==> src/rtl/mem_stage_pkg.sv <==
// Shared types and constants for the MEM pipeline stage.
// Holds the FSM state enum, control-bit indices and the default access timeout.
package mem_stage_pkg;

    localparam int unsigned TimeoutCycDefault = 16;

    // Bit positions inside ctlwb_in / ctlm_in
    localparam int unsigned CtlWbRegWrite = 1;
    localparam int unsigned CtlWbMemToReg = 0;
    localparam int unsigned CtlMMemRead   = 1;
    localparam int unsigned CtlMMemWrite  = 0;

    typedef enum logic {
        StIdle,
        StAccess
    } state_e;

endpackage

==> src/rtl/mem_stage_if.sv <==
// Data-memory request/acknowledge port between the MEM stage and the data memory.
interface mem_stage_if;

    logic        req;
    logic        we;
    logic [31:0] addr;
    logic [31:0] wdata;
    logic [31:0] rdata;
    logic        ack;

    modport master (output req, we, addr, wdata, input rdata, ack);
    modport slave  (input req, we, addr, wdata, output rdata, ack);

endinterface

==> src/rtl/mem_wb_latch.sv <==
// MEM/WB pipeline register: loads a result bundle, optionally suppressing writeback,
// and captures read data only when enabled. Drops valid on any non-load edge.
module mem_wb_latch (
    input  logic        clk,
    input  logic        rst_n,
    input  logic        load,
    input  logic        clr_wb,
    input  logic        rd_en,
    input  logic        valid_d,
    input  logic [1:0]  ctlwb_d,
    input  logic [31:0] alu_result_d,
    input  logic [31:0] rdata_d,
    input  logic [4:0]  muxout_d,
    output logic        valid_out,
    output logic [1:0]  ctlwb_out,
    output logic [31:0] read_data_out,
    output logic [31:0] alu_result_out,
    output logic [4:0]  muxout_out
);

    always_ff @(posedge clk or negedge rst_n) begin
        if (!rst_n) begin
            valid_out      <= 1'b0;
            ctlwb_out      <= 2'b00;
            read_data_out  <= 32'h0;
            alu_result_out <= 32'h0;
            muxout_out     <= 5'h0;
        end else begin
            valid_out <= load & valid_d;
            if (load) begin
                ctlwb_out      <= clr_wb ? 2'b00 : ctlwb_d;
                alu_result_out <= alu_result_d;
                muxout_out     <= muxout_d;
            end
            if (rd_en) begin
                read_data_out <= rdata_d;
            end
        end
    end

endmodule

==> src/rtl/mem_stage.sv <==
// MEM pipeline stage: issues data-memory accesses with a bounded ack wait,
// stalls upstream while waiting, resolves branches and feeds the MEM/WB register.
module mem_stage
    import mem_stage_pkg::*;
#(
    parameter int unsigned TIMEOUT_CYC = TimeoutCycDefault
) (
    input  logic               clk,
    input  logic               rst_n,
    input  logic               valid_in,
    input  logic [1:0]         ctlwb_in,
    input  logic [1:0]         ctlm_in,
    input  logic               branch_in,
    input  logic               alu_zero_in,
    input  logic [31:0]        adder_in,
    input  logic [31:0]        alu_result_in,
    input  logic [31:0]        rdata2_in,
    input  logic [4:0]         muxout_in,
    mem_stage_if.master        dmem,
    output logic               stall,
    output logic               pcsrc,
    output logic [31:0]        branch_target,
    output logic               valid_out,
    output logic [1:0]         ctlwb_out,
    output logic [31:0]        read_data_out,
    output logic [31:0]        alu_result_out,
    output logic [4:0]         muxout_out,
    output logic               err_out
);

    state_e      state_q;
    logic [7:0]  cnt_q;
    logic        req_q;
    logic        we_q;
    logic [31:0] addr_q;
    logic [31:0] wdata_q;
    logic        err_q;

    logic memop;
    logic in_access;
    logic done;
    logic timeout;
    logic lat_load;
    logic lat_valid;
    logic lat_rd_en;

    assign memop     = valid_in & (ctlm_in[CtlMMemRead] | ctlm_in[CtlMMemWrite]);
    assign in_access = (state_q == StAccess);
    assign done      = in_access & dmem.ack;
    // An ack in the last allowed cycle completes normally, so timeout excludes it
    assign timeout   = in_access & ~dmem.ack & (cnt_q == 8'(TIMEOUT_CYC - 1));

    always_ff @(posedge clk or negedge rst_n) begin
        if (!rst_n) begin
            state_q <= StIdle;
            cnt_q   <= 8'h0;
            req_q   <= 1'b0;
            we_q    <= 1'b0;
            addr_q  <= 32'h0;
            wdata_q <= 32'h0;
            err_q   <= 1'b0;
        end else begin
            unique case (state_q)
                StIdle: begin
                    if (memop) begin
                        state_q <= StAccess;
                        req_q   <= 1'b1;
                        we_q    <= ctlm_in[CtlMMemWrite];
                        addr_q  <= alu_result_in;
                        wdata_q <= rdata2_in;
                        cnt_q   <= 8'h0;
                    end
                end
                StAccess: begin
                    if (done || timeout) begin
                        state_q <= StIdle;
                        req_q   <= 1'b0;
                        if (timeout) begin
                            err_q <= 1'b1;
                        end
                    end else begin
                        cnt_q <= cnt_q + 8'd1;
                    end
                end
                default: state_q <= StIdle;
            endcase
        end
    end

    assign dmem.req   = req_q;
    assign dmem.we    = we_q;
    assign dmem.addr  = addr_q;
    assign dmem.wdata = wdata_q;
    assign err_out    = err_q;

    // Combinational outputs are forced low while reset is held
    assign stall = rst_n & ((~in_access & memop) | (in_access & ~dmem.ack & ~timeout));
    assign pcsrc = rst_n & valid_in & branch_in & alu_zero_in;
    assign branch_target = rst_n ? adder_in : 32'h0;

    assign lat_load  = (~in_access & ~memop) | done | timeout;
    assign lat_valid = in_access | valid_in;
    assign lat_rd_en = done & ~we_q;

    mem_wb_latch u_mem_wb_latch (
        .clk            (clk),
        .rst_n          (rst_n),
        .load           (lat_load),
        .clr_wb         (timeout),
        .rd_en          (lat_rd_en),
        .valid_d        (lat_valid),
        .ctlwb_d        (ctlwb_in),
        .alu_result_d   (alu_result_in),
        .rdata_d        (dmem.rdata),
        .muxout_d       (muxout_in),
        .valid_out      (valid_out),
        .ctlwb_out      (ctlwb_out),
        .read_data_out  (read_data_out),
        .alu_result_out (alu_result_out),
        .muxout_out     (muxout_out)
    );

endmodule

==> src/flat_wrapper.sv <==
// flat-port wrapper written by rule: the top's interface ports become plain ports
module mem_stage_flat import mem_stage_pkg::*;
#(
    parameter int unsigned TIMEOUT_CYC = TimeoutCycDefault
)
  (clk, rst_n, valid_in, ctlwb_in, ctlm_in, branch_in, alu_zero_in, adder_in, alu_result_in, rdata2_in, muxout_in, stall, pcsrc, branch_target, valid_out, ctlwb_out, read_data_out, alu_result_out, muxout_out, err_out, dmem_req, dmem_we, dmem_addr, dmem_wdata, dmem_rdata, dmem_ack);
  mem_stage_if dmem_i ();
  input  logic clk;
  input  logic rst_n;
  input  logic valid_in;
  input  logic [1:0] ctlwb_in;
  input  logic [1:0] ctlm_in;
  input  logic branch_in;
  input  logic alu_zero_in;
  input  logic [31:0] adder_in;
  input  logic [31:0] alu_result_in;
  input  logic [31:0] rdata2_in;
  input  logic [4:0] muxout_in;
  output logic stall;
  output logic pcsrc;
  output logic [31:0] branch_target;
  output logic valid_out;
  output logic [1:0] ctlwb_out;
  output logic [31:0] read_data_out;
  output logic [31:0] alu_result_out;
  output logic [4:0] muxout_out;
  output logic err_out;
  output wire logic [$bits(dmem_i.req)-1:0] dmem_req;
  output wire logic [$bits(dmem_i.we)-1:0] dmem_we;
  output wire logic [$bits(dmem_i.addr)-1:0] dmem_addr;
  output wire logic [$bits(dmem_i.wdata)-1:0] dmem_wdata;
  input wire logic [$bits(dmem_i.rdata)-1:0] dmem_rdata;
  input wire logic [$bits(dmem_i.ack)-1:0] dmem_ack;
  assign dmem_req = dmem_i.req;
  assign dmem_we = dmem_i.we;
  assign dmem_addr = dmem_i.addr;
  assign dmem_wdata = dmem_i.wdata;
  assign dmem_i.rdata = dmem_rdata;
  assign dmem_i.ack = dmem_ack;
  mem_stage #(.TIMEOUT_CYC(TIMEOUT_CYC)) u_core (.clk(clk), .rst_n(rst_n), .valid_in(valid_in), .ctlwb_in(ctlwb_in), .ctlm_in(ctlm_in), .branch_in(branch_in), .alu_zero_in(alu_zero_in), .adder_in(adder_in), .alu_result_in(alu_result_in), .rdata2_in(rdata2_in), .muxout_in(muxout_in), .dmem(dmem_i), .stall(stall), .pcsrc(pcsrc), .branch_target(branch_target), .valid_out(valid_out), .ctlwb_out(ctlwb_out), .read_data_out(read_data_out), .alu_result_out(alu_result_out), .muxout_out(muxout_out), .err_out(err_out));
endmodule
==> config.mk <==
export PLATFORM = sky130hd
export DESIGN_NAME = mem_stage_flat
export DESIGN_NICKNAME = d
export VERILOG_FILES = /design/src/rtl/mem_stage_pkg.sv /design/src/rtl/mem_stage_if.sv /design/src/rtl/mem_wb_latch.sv /design/src/rtl/mem_stage.sv /design/src/flat_wrapper.sv
export SDC_FILE = /design/constraint.sdc
export NUM_CORES = 1
export LEC_CHECK = 0
export CORE_ASPECT_RATIO = 1.1
export CORE_MARGIN = 2
export CORE_UTILIZATION = 37
export CTS_BUF_LIST = sky130_fd_sc_hd__clkbuf_4 sky130_fd_sc_hd__clkbuf_8
export CTS_CLUSTER_SIZE = 40
export DETAILED_ROUTE_END_ITERATION = 10
export MAX_ROUTING_LAYER = met4
export PLACE_DENSITY = 0.78
export SYNTH_ARGS = -nofsm -noshare
export SYNTH_HDL_FRONTEND = slang
export SYNTH_HIERARCHICAL = 1
export SYNTH_SLANG_ARGS = --single-unit
==> constraint.sdc <==
create_clock -name clk -period 2 [get_ports clk]
set_input_delay 0.3 -clock clk [delete_from_list [all_inputs] [get_ports clk]]
set_output_delay 0.3 -clock clk [all_outputs]
set_load 0.05 [all_outputs]
==> results_dict.tcl, run 1 <==
set metrics [dict create \
    status "complete, but fails checks" \
    violations "negative setup slack" \
    power_switching_mw 5.500 \
    dieWidth_um 127.7 \
    grt.met2_usage 0.3642 \
    via_count 4547 \
    die_y_um 140.1 \
    grt-busiest-layer "met2" \
    path_delay_family "simple AND/OR/NAND/NOR gates" \
    crit_arrival_ns 2.44 \
    setup_violations 27 \
    gp_congestion 0.8736 \
    cap_violations 0 \
    port_buffers 315 \
    skew_ns 0.008669 \
    n_antenna_cell 0 \
    antenna_left 0 \
    cts.sinks 148 \
    track_usage 0.2041 \
    slew_violations 0 \
    yosysSeqAreaShare 0.5945 \
    antenna_found_initial 0 \
    postLayoutCoreUtil 0.6418 \
    die_area_um2 17890 \
    p_sw_frac 0.4221 \
    r2r_cells 5 \
    cts_tree "built" \
    rows 49 \
    hold_class "in -> async" \
    nFillCells 1209 \
    start_util 0.3792 \
    crit_fanout 11 \
    grt_max_degree 86 \
    layout-drive-gt1-share 0.3119 \
    wl_per_cell_um 18.63 \
    vias_per_cell 4.781 \
    power_leakage_nw 4.730 \
    comb_power_share 0.501 \
    placed_cells 916 \
    cts_root_buffer "clkbuf_8" \
    startpoint "u_core/cnt_q[6]" \
    htree_levels 4 \
    cp_slowest_cell "or4_4" \
    clock.fmax_mhz 473.4 \
    use_met3 0.05500 \
    postSynthCellCount 395 \
    drc 0 \
    grt_pass1_vias 5069 \
    end_kind "flop" \
    fin_crit_ns 2.112 \
    crit_path_start_kind "flop" \
    overflow 0 \
    finalNetCount 878 \
    ir_drop_mv 0.6795 \
    cts.clk_slew.worst_paths_ns 0.08 \
    ys_seq_elements 148 \
    reg2reg_slack_ns -0.11 \
    crit_path_max_incr_delay_ns 0.56 \
    coreArea_um2 16430 \
    place_ws_ns -0.03658 \
    relSlewSlack 0.6192 \
    cp_cell_sequence "or4_4 > o21ai_4 > and2_2 > bufbuf_16 > mux2_4" \
    grt_pass1_wl_mm 27.31 \
    r2r_start "u_core/cnt_q[6]" \
    yosys_warnings 6 \
    synth_cell_type_count 37 \
    firstDrtPassIters 4 \
    power.density_nw_per_um2 1236 \
    io_pins 316 \
    hold_viol 0 \
    internal_power_mw 7.529 \
    final_cells 951 \
    cp.required_ns 2.32 \
    syn_avg_cell_area_um2 15.77 \
    synth.net_count 539 \
    crit_path_end "u_core/u_mem_wb_latch/muxout_out[0]" \
    grt_use_met1 0.2140 \
    tightest_slew_ns 0.5702 \
    r2r-end "u_core/u_mem_wb_latch/muxout_out[0]" \
    routed_wl_mm 17.72 \
    rsz0062_at_grt "yes" \
    drtIter0Drc 103 \
    p_clk_frac 0.175 \
    syn_area_um2 6230 \
    setup_tns_ns -1.305 \
    place.detailed.hpwl_mm 13.44 \
    cts_buffers 17 \
    cp.buffers_inverters 1 \
    layout_setup_ws_ns -0.1125 \
    ctsLongestPathBuffers 2 \
    period_share 1.056 \
    insertion_delay_ns 0.44 \
    power_frac_seq 0.324 \
    area_growth_pct 69.27 \
    critPathKind "reg -> reg" \
    crit_cells 5 \
]
==> registers in the layout, indices dropped and copies added, names as in the netlist <==
| signal | flops |
|---|---|
| u_core/cnt_q | 8 |
| u_core/dmem.addr | 32 |
| u_core/dmem.req | 1 |
| u_core/dmem.wdata | 32 |
| u_core/dmem.we | 1 |
| u_core/err_out | 1 |
| u_core/in_access | 1 |
| u_core/u_mem_wb_latch/alu_result_out | 32 |
| u_core/u_mem_wb_latch/ctlwb_out | 2 |
| u_core/u_mem_wb_latch/muxout_out | 5 |
| u_core/u_mem_wb_latch/read_data_out | 32 |
| u_core/u_mem_wb_latch/valid_out | 1 |
==> cell families after synthesis <==
group                      Yosys count  synth area share
DFF                                148            0.5945
muxes                              136            0.2846
and+or+nand+nor                     66           0.06628
buffers and inverters               24           0.03153
AOI/OAI and AO/OA                   20           0.02109
adders and majority gates            1          0.002008
==> worst register-to-register path, delay by kind of cell, from the launching register on <==
| kind | cells | cell delay (ns) |
|---|---|---|
| simple gates | 2 | 0.82 |
| flops | 1 | 0.38 |
| buf+inv | 1 | 0.33 |
| mux | 1 | 0.31 |
| compound gates | 1 | 0.17 |
==> final cells by class <==
cell class	count	area, um2	share of cell area
clock buffers	19	255.2	0.02421
clock inverters	13	133.9	0.01270
inverters	4	15.01	0.001424
multi-input cells	223	2346	0.2225
flip-flops and latches	148	3704	0.3512
well taps	204	255.2	0.02421
repair buffers	340	3836	0.3638
==> metal layers <==
| metal | vias up | routed length, um |
|---|---|---|
| li1 | 2053 | - |
| met1 | 2240 | 6611 |
| met2 | 218 | 9484 |
| met3 | 36 | 1163 |
| met4 | 0 | 461 |
| met5 | - | 0 |
==> power by group through the flow <==
stage	sequential (mW)	clock [mW]	combinational [mW]
5_1_grt	4.32	2.50	6.71
3_5_place_dp	4.27	0	6.54
2_1_floorplan	6.95	0	1.39
3_3_place_gp	4.22	0	6.46
6_report	4.22	2.28	6.53
4_1_cts	4.23	2.35	6.58
==> timing repair <==
item | in CTS | in global routing
hold buffers | 1 | 0
resized for setup | 6 | 23
pin swaps | 1 | 0
endpoints found under the hold margin | 9 | 0
buffers inserted | 1 | 0
cloned | 1 | 0
setup endpoints to repair | 10 | 61
==> synth_stat cells (all sizes together) <==
cell type,count,area (um2)
mux2i,2,20.02
ha,1,12.51
a41oi,1,8.760
nor4,1,6.260
or2,2,12.52
buf,17,170.2
inv,4,15.01
and4,1,8.760
a21oi,5,25.02
nor3,3,15.01
o21ai,8,51.30
nand2b,1,6.260
and2,34,214.0
a21boi,1,7.510
nand3b,3,35.03
mux2,134,1753
nor2b,2,12.51
nand3,5,25.02
nor2,3,13.77
o31ai,3,22.52
a2111oi,1,8.760
a211oi,1,7.510
clkbuf,3,11.26
or4,5,41.29
nand2,6,22.52
dfrtp,148,3704
==> through the flow <==
step	power [mW]	hold slack, ns	area, um2
floorplan	8.333	0.004409	6230
global placement	10.68	0.1996	10050
detailed placement	10.82	0.2012	10050
CTS	13.17	0.2751	10490
global route	13.53	0.2950	10550
finish	13.03	0.3050	10550
==> worst min-delay path by stage <==
stage                from                                      to  slack [ns]  depth (start not counted)
detailed placement  rst_n                          u_core/dmem.we        0.20                          1
global placement    rst_n                          u_core/dmem.we        0.20                          1
finish              rst_n                          u_core/dmem.we        0.30                          2
floorplan           rst_n                         u_core/cnt_q[0]       0.004                          0
CTS                 rst_n                          u_core/dmem.we        0.28                          2
global route        rst_n  u_core/u_mem_wb_latch/read_data_out[8]        0.30                          2
==> cell usage in the layout, fill, tap and decap left out, types with 2 or more instances in the layout <==
cell and instances:
bufinv_16 2, mux2_2 69, clkinv_2 5, nand3b_1 2
clkbuf_8 18, buf_12 40, clkinv_4 2, and2_1 33
mux2i_1 2, dlymetal6s2s_1 23, nand2_1 6, nor3_1 3
o21ai_0 6, nor2_4 2, o31ai_1 3, nor2b_1 2
or4_1 4, mux2_4 65, dfrtp_1 148, buf_4 17
clkdlybuf4s50_1 252, inv_1 4, a21oi_1 5, dlygate4sd2_1 5
clkinvlp_4 3, nand3_1 5
No activity file was read; power rests on OpenSTA's default activity.
==> run 2: changes to the inputs <==
CTS_BUF_LIST = sky130_fd_sc_hd__clkbuf_4   (was sky130_fd_sc_hd__clkbuf_4 sky130_fd_sc_hd__clkbuf_8)
SETUP_SLACK_MARGIN = 0.2   (was not set)
==> results_dict.tcl, run 2 (synthesis results as in run 1) <==
set metrics [dict create \
    status "complete, but fails checks" \
    violations "negative setup slack" \
    crit_arrival_ns 1.89 \
    power.density_nw_per_um2 1201 \
    slew_violations 0 \
    hold_viol 0 \
    skew_ns 0.01485 \
    die_y_um 140.1 \
    n_antenna_cell 0 \
    rsz0062_at_grt "yes" \
    cap_violations 0 \
    drc 0 \
    relSlewSlack 0.4022 \
    cts_buffers 17 \
    ir_drop_mv 0.5605 \
    fin_crit_ns 2.187 \
    overflow 0 \
    hold_class "in -> async" \
    via_count 4663 \
    tightest_slew_ns 0.8967 \
    cts.clk_slew.worst_paths_ns 0.12 \
    cp_cell_sequence "or4_4 > o21ai_4 > a21boi_2 > buf_12" \
    insertion_delay_ns 0.52 \
    start_util 0.3792 \
    io_pins 316 \
    cp.buffers_inverters 1 \
    grt_pass1_vias 5191 \
    setup_tns_ns -5.813 \
    rows 49 \
    critPathKind "reg -> out" \
    fin_total_pwr_mw 12.30 \
    grt_max_degree 73 \
    area_growth_pct 64.33 \
    period_share 1.093 \
    path_delay_family "simple AND/OR/NAND/NOR gates" \
    antenna_found_initial 0 \
    crit_path_max_incr_delay_ns 0.55 \
    drtIter0Drc 103 \
    place.detailed.hpwl_mm 14.02 \
    crit_fanout 2 \
    cts.sinks 148 \
    power_leakage_nw 4.640 \
    cp.required_ns 1.70 \
    antenna_left 0 \
    postLayoutCoreUtil 0.6231 \
    vias_per_cell 4.837 \
    htree_levels 4 \
    finalNetCount 892 \
    crit_path_start_kind "flop" \
    gp_congestion 0.7904 \
    die_area_um2 17890 \
    layout_common_cells "148 x dfrtp_1, 141 x clkdlybuf4s50_1, 68 x mux2_2" \
    dieWidth_um 127.7 \
    port_buffers 315 \
    routed_wl_mm 18.88 \
    setup_violations 40 \
    cts_root_buffer "clkbuf_4" \
    coreArea_um2 16430 \
    layout-drive-gt1-share 0.4197 \
    reg2reg_slack_ns -0.17 \
    ctsLongestPathBuffers 2 \
    wl_per_cell_um 19.58 \
    layout_setup_ws_ns -0.1866 \
    firstDrtPassIters 6 \
    track_usage 0.2202 \
    end_kind "output port" \
    clock.fmax_mhz 457.3 \
    cp_slowest_cell "or4_4" \
    cts_tree "built" \
    grt_pass1_wl_mm 29.35 \
    final_common_cell "dfrtp_1" \
]
run 2: changes by cell type in the layout (fill, tap and decap cells not counted), sizes merged:
cell           delta
buf              +17
bufbuf            -1
bufinv            +1
clkbuf           +66
clkdlybuf4s15    +60
clkdlybuf4s50   -111
clkinv            -2
clkinvlp          -1
dlygate4sd2       +6
dlygate4sd3       +1
dlymetal6s2s     -23
run 2: worst paths after layout:
path / start / endpoint / cells after the start
worst max-delay path: u_core/cnt_q[4] / stall / 4
worst min-delay path: rst_n / u_core/dmem.wdata[11] / 2
worst max register to register: u_core/cnt_q[4] / u_core/u_mem_wb_latch/muxout_out[3] / 7
worst min register to register: u_core/err_out / u_core/err_out / 1
max in group asynchronous: rst_n / u_core/u_mem_wb_latch/read_data_out[0] / 3
min in group clk: ctlwb_in[1] / u_core/u_mem_wb_latch/ctlwb_out[1] / 3
run 2: layout make-up:
type	count	area [um2]
Tap cell	204	255.2
Sequential cell	148	3704
Clock inverter	11	135.1
Inverter	4	15.01
Timing Repair Buffer	354	3627
Fill cell	1253	6193
Clock buffer	20	150.1
Multi-Input combinational cell	223	2351
run 2: power by group:
group	total [mW]	switching (mW)	internal (mW)
clock	1.91	1.02	0.890
sequential	4.21	0.448	3.77
combinational	6.17	3.99	2.18
run 2: repair_timing:
action	4_1_cts	5_1_grt
gates resized for setup	220	125
hold buffers	2	0
pin swaps	3	1
gates cloned	4	0
setup endpoints to repair	175	150
endpoints found under the hold margin	50	0
buffers inserted	10	2
run 2: metal layers:
metal,vias to the layer above,part of all wire,track usage
met4,0,0.022,0.07287
li1,2092,-,-
met1,2325,0.39,0.2483
met2,221,0.52,0.3763
met5,-,0,-
met3,25,0.073,0.06264
run 2: through the flow:
step	std cells	area [um2]	hold WS (ns)	setup WS [ns]
2_1_floorplan	395	6238	0.004409	0.01132
5_1_grt	964	10240	0.2013	-0.2763
6_report	964	10240	0.1371	-0.1866
3_5_place_dp	915	10020	0.2186	-0.2035
4_1_cts	962	10470	0.1336	-0.2622
3_3_place_gp	915	10020	0.2071	-0.1142
==> run 3: changes to the inputs <==
ABC_AREA = 1   (was not set)
HOLD_SLACK_MARGIN = 0.08   (was not set)
==> results_dict.tcl, run 3 <==
set metrics [dict create \
    postLayoutCoreUtil 0.6268 \
    final_common_cell "nand2_1" \
    start_util 0.3795 \
    cts_buffers 17 \
    insertion_delay_ns 0.56 \
    relSlewSlack 0.3146 \
    path_delay_family "flip-flops" \
    via_count 5813 \
    whs_ns 0.2028 \
    htree_levels 4 \
    gp_congestion 0.8184 \
    die_area_um2 17910 \
    cts.clk_slew.worst_paths_ns 0.14 \
    vias_per_cell 4.517 \
    fin_crit_ns 2.003 \
    drtIter0Drc 275 \
    hold_viol 0 \
    crit_path_start_kind "flop" \
    placed_cells 1241 \
    ir_drop_mv 0.6691 \
    yosys_warnings 6 \
    crit_fanout 2 \
    firstDrtPassIters 5 \
    synth_ff_type "dfrtp_1" \
    final_cells 1287 \
    critPathKind "reg -> out" \
    syn_area_um2 6236 \
    ys_seq_elements 148 \
    clock.fmax_mhz 499.3 \
    postSynthCellCount 745 \
    grt_pass1_vias 5878 \
    crit_arrival_ns 1.70 \
    place_ws_ns 0.1140 \
    power_leakage_nw 5.289 \
    skew_ns 0.03033 \
    end_kind "output port" \
    synth_top_cell_by_area "dfrtp_1" \
    cts_root_buffer "clkbuf_4" \
    track_usage 0.2205 \
    tightest_slew_ns 1.028 \
    port_buffers 315 \
    internal_power_mw 5.805 \
    coreArea_um2 16430 \
    layout-drive-gt1-share 0.2320 \
    synth_cell_type_count 23 \
    grt_max_degree 140 \
    rows 49 \
    area_growth_pct 65.15 \
    layout_setup_ws_ns -0.002869 \
    p_sw_frac 0.4822 \
    synth.net_count 889 \
    cts_tree "built" \
    synth-edff-count 0 \
    overflow 0 \
    antenna_left 0 \
    netlist.area_leader.share 0.5939 \
    place.detailed.hpwl_mm 13.99 \
    dieWidth_um 127.8 \
    p_clk_frac 0.159 \
    yosys-top-cells-count "272 x nand2_1, 148 x dfrtp_1, 139 x inv_1" \
    cp.buffers_inverters 2 \
    startpoint "u_core/cnt_q[1]" \
    cp.required_ns 1.70 \
    synth_area_leaders "dfrtp_1 59%, nand2_1 16%, inv_1 8.4%, o21ai_0 7.8%, buf_2 1.8%" \
    syn_avg_cell_area_um2 8.370 \
    period_share 1.001 \
    grt_pass1_wl_mm 29.48 \
    finalNetCount 1213 \
    drc 0 \
    comb_power_share 0.476 \
    yosysSeqAreaShare 0.5939 \
    power.density_nw_per_um2 1089 \
    cap_violations 0 \
    async_flop_share 1.000 \
    hold_class "in -> async" \
    setup_tns_ns -0.002869 \
    power_frac_seq 0.365 \
    antenna_found_initial 1 \
    die_y_um 140.2 \
    r2r_start "u_core/cnt_q[1]" \
    layout_common_cells "272 x nand2_1, 148 x dfrtp_1, 141 x clkdlybuf4s50_1" \
    power_switching_mw 5.406 \
    synthMostInstantiatedCell "nand2_1" \
    cp_cell_sequence "ha_4 > nand3_4 > o21ai_4 > nand2_4 > inv_4 > nor2_2 > buf_6" \
    slew_violations 0 \
    crit_path_max_incr_delay_ns 0.42 \
    rsz0062_at_grt "yes" \
    violations "negative setup slack" \
    routed_wl_mm 18.94 \
    ctsLongestPathBuffers 2 \
    cts.sinks 148 \
    status "complete, but fails checks" \
    setup_violations 1 \
    cp_slowest_cell "dfrtp_1" \
    wl_per_cell_um 14.71 \
    io_pins 316 \
]
[run 3: through the flow]
step                      total power, mW  cell area, um2
after floorplan                     7.505            6243
final                               11.21           10300
after CTS                           11.42           10440
after global routing                11.79           10300
after global placement              9.693            9946
after detailed placement            9.800            9946
[run 3: area by class of cell]
class | instances | area (um2)
clock buffer | 17 | 127.6
clock inverter | 15 | 143.9
sequential | 148 | 3704
timing repair buffer | 340 | 3666
tap | 204 | 255.2
antenna | 1 | 2.502
multi-input combinational | 420 | 1862
inverter | 142 | 538.0
fill | 1370 | 6132
[run 3: cell families (layout without fill, tap and decap cells)]
group	after synthesis	after routing	synth area share
other	0	1	0
adders and majority gates	1	1	0.002006
AOI/OAI and AO/OA	100	100	0.08367
xor gates and xnor gates	2	2	0.002810
and+or+nand+nor	317	317	0.2018
DFF	148	148	0.5939
buffers and inverters	177	514	0.1158
[run 3: path summary, 6_finish.rpt]
| kind | endpoint | slack, ns | cells after the start |
|---|---|---|---|
| max | stall | -0.003 | 7 |
| min | u_core/dmem.wdata[13] | 0.20 | 2 |
| max reg2reg | u_core/u_mem_wb_latch/muxout_out[2] | 0.38 | 10 |
| min reg2reg | u_core/u_mem_wb_latch/muxout_out[0] | 0.49 | 2 |
| max in group asynchronous | u_core/u_mem_wb_latch/alu_result_out[11] | 0.87 | 3 |
| min in group clk | u_core/dmem.wdata[22] | 0.27 | 3 |
[run 3: what timing repair did]
action	4_1_cts	5_1_grt
setup buffers	9	3
gates resized for setup	377	42
pin swaps	2	3
setup endpoints to repair	139	39
hold buffers	1	0
hold endpoints to repair	66	0
[run 3: layer usage]
metal,part of all wire,wire length [um],GRT usage,vias up
met5,0,0,-,-
met4,0.026,486,0.08965,0
met3,0.077,1459,0.06952,35
met2,0.52,9826,0.3814,282
met1,0.38,7162,0.2328,2631
li1,-,-,-,2865
[run 3: power by group through the flow]
| stage | Combinational, mW | Sequential [mW] | Clock, mW |
|---|---|---|---|
| 2_1_floorplan | 0.927 | 6.58 | 0 |
| 3_3_place_gp | 5.58 | 4.12 | 0 |
| 3_5_place_dp | 5.65 | 4.15 | 0 |
| 4_1_cts | 5.45 | 4.10 | 1.88 |
| 5_1_grt | 5.61 | 4.18 | 2.00 |
| 6_report | 5.33 | 4.09 | 1.79 |
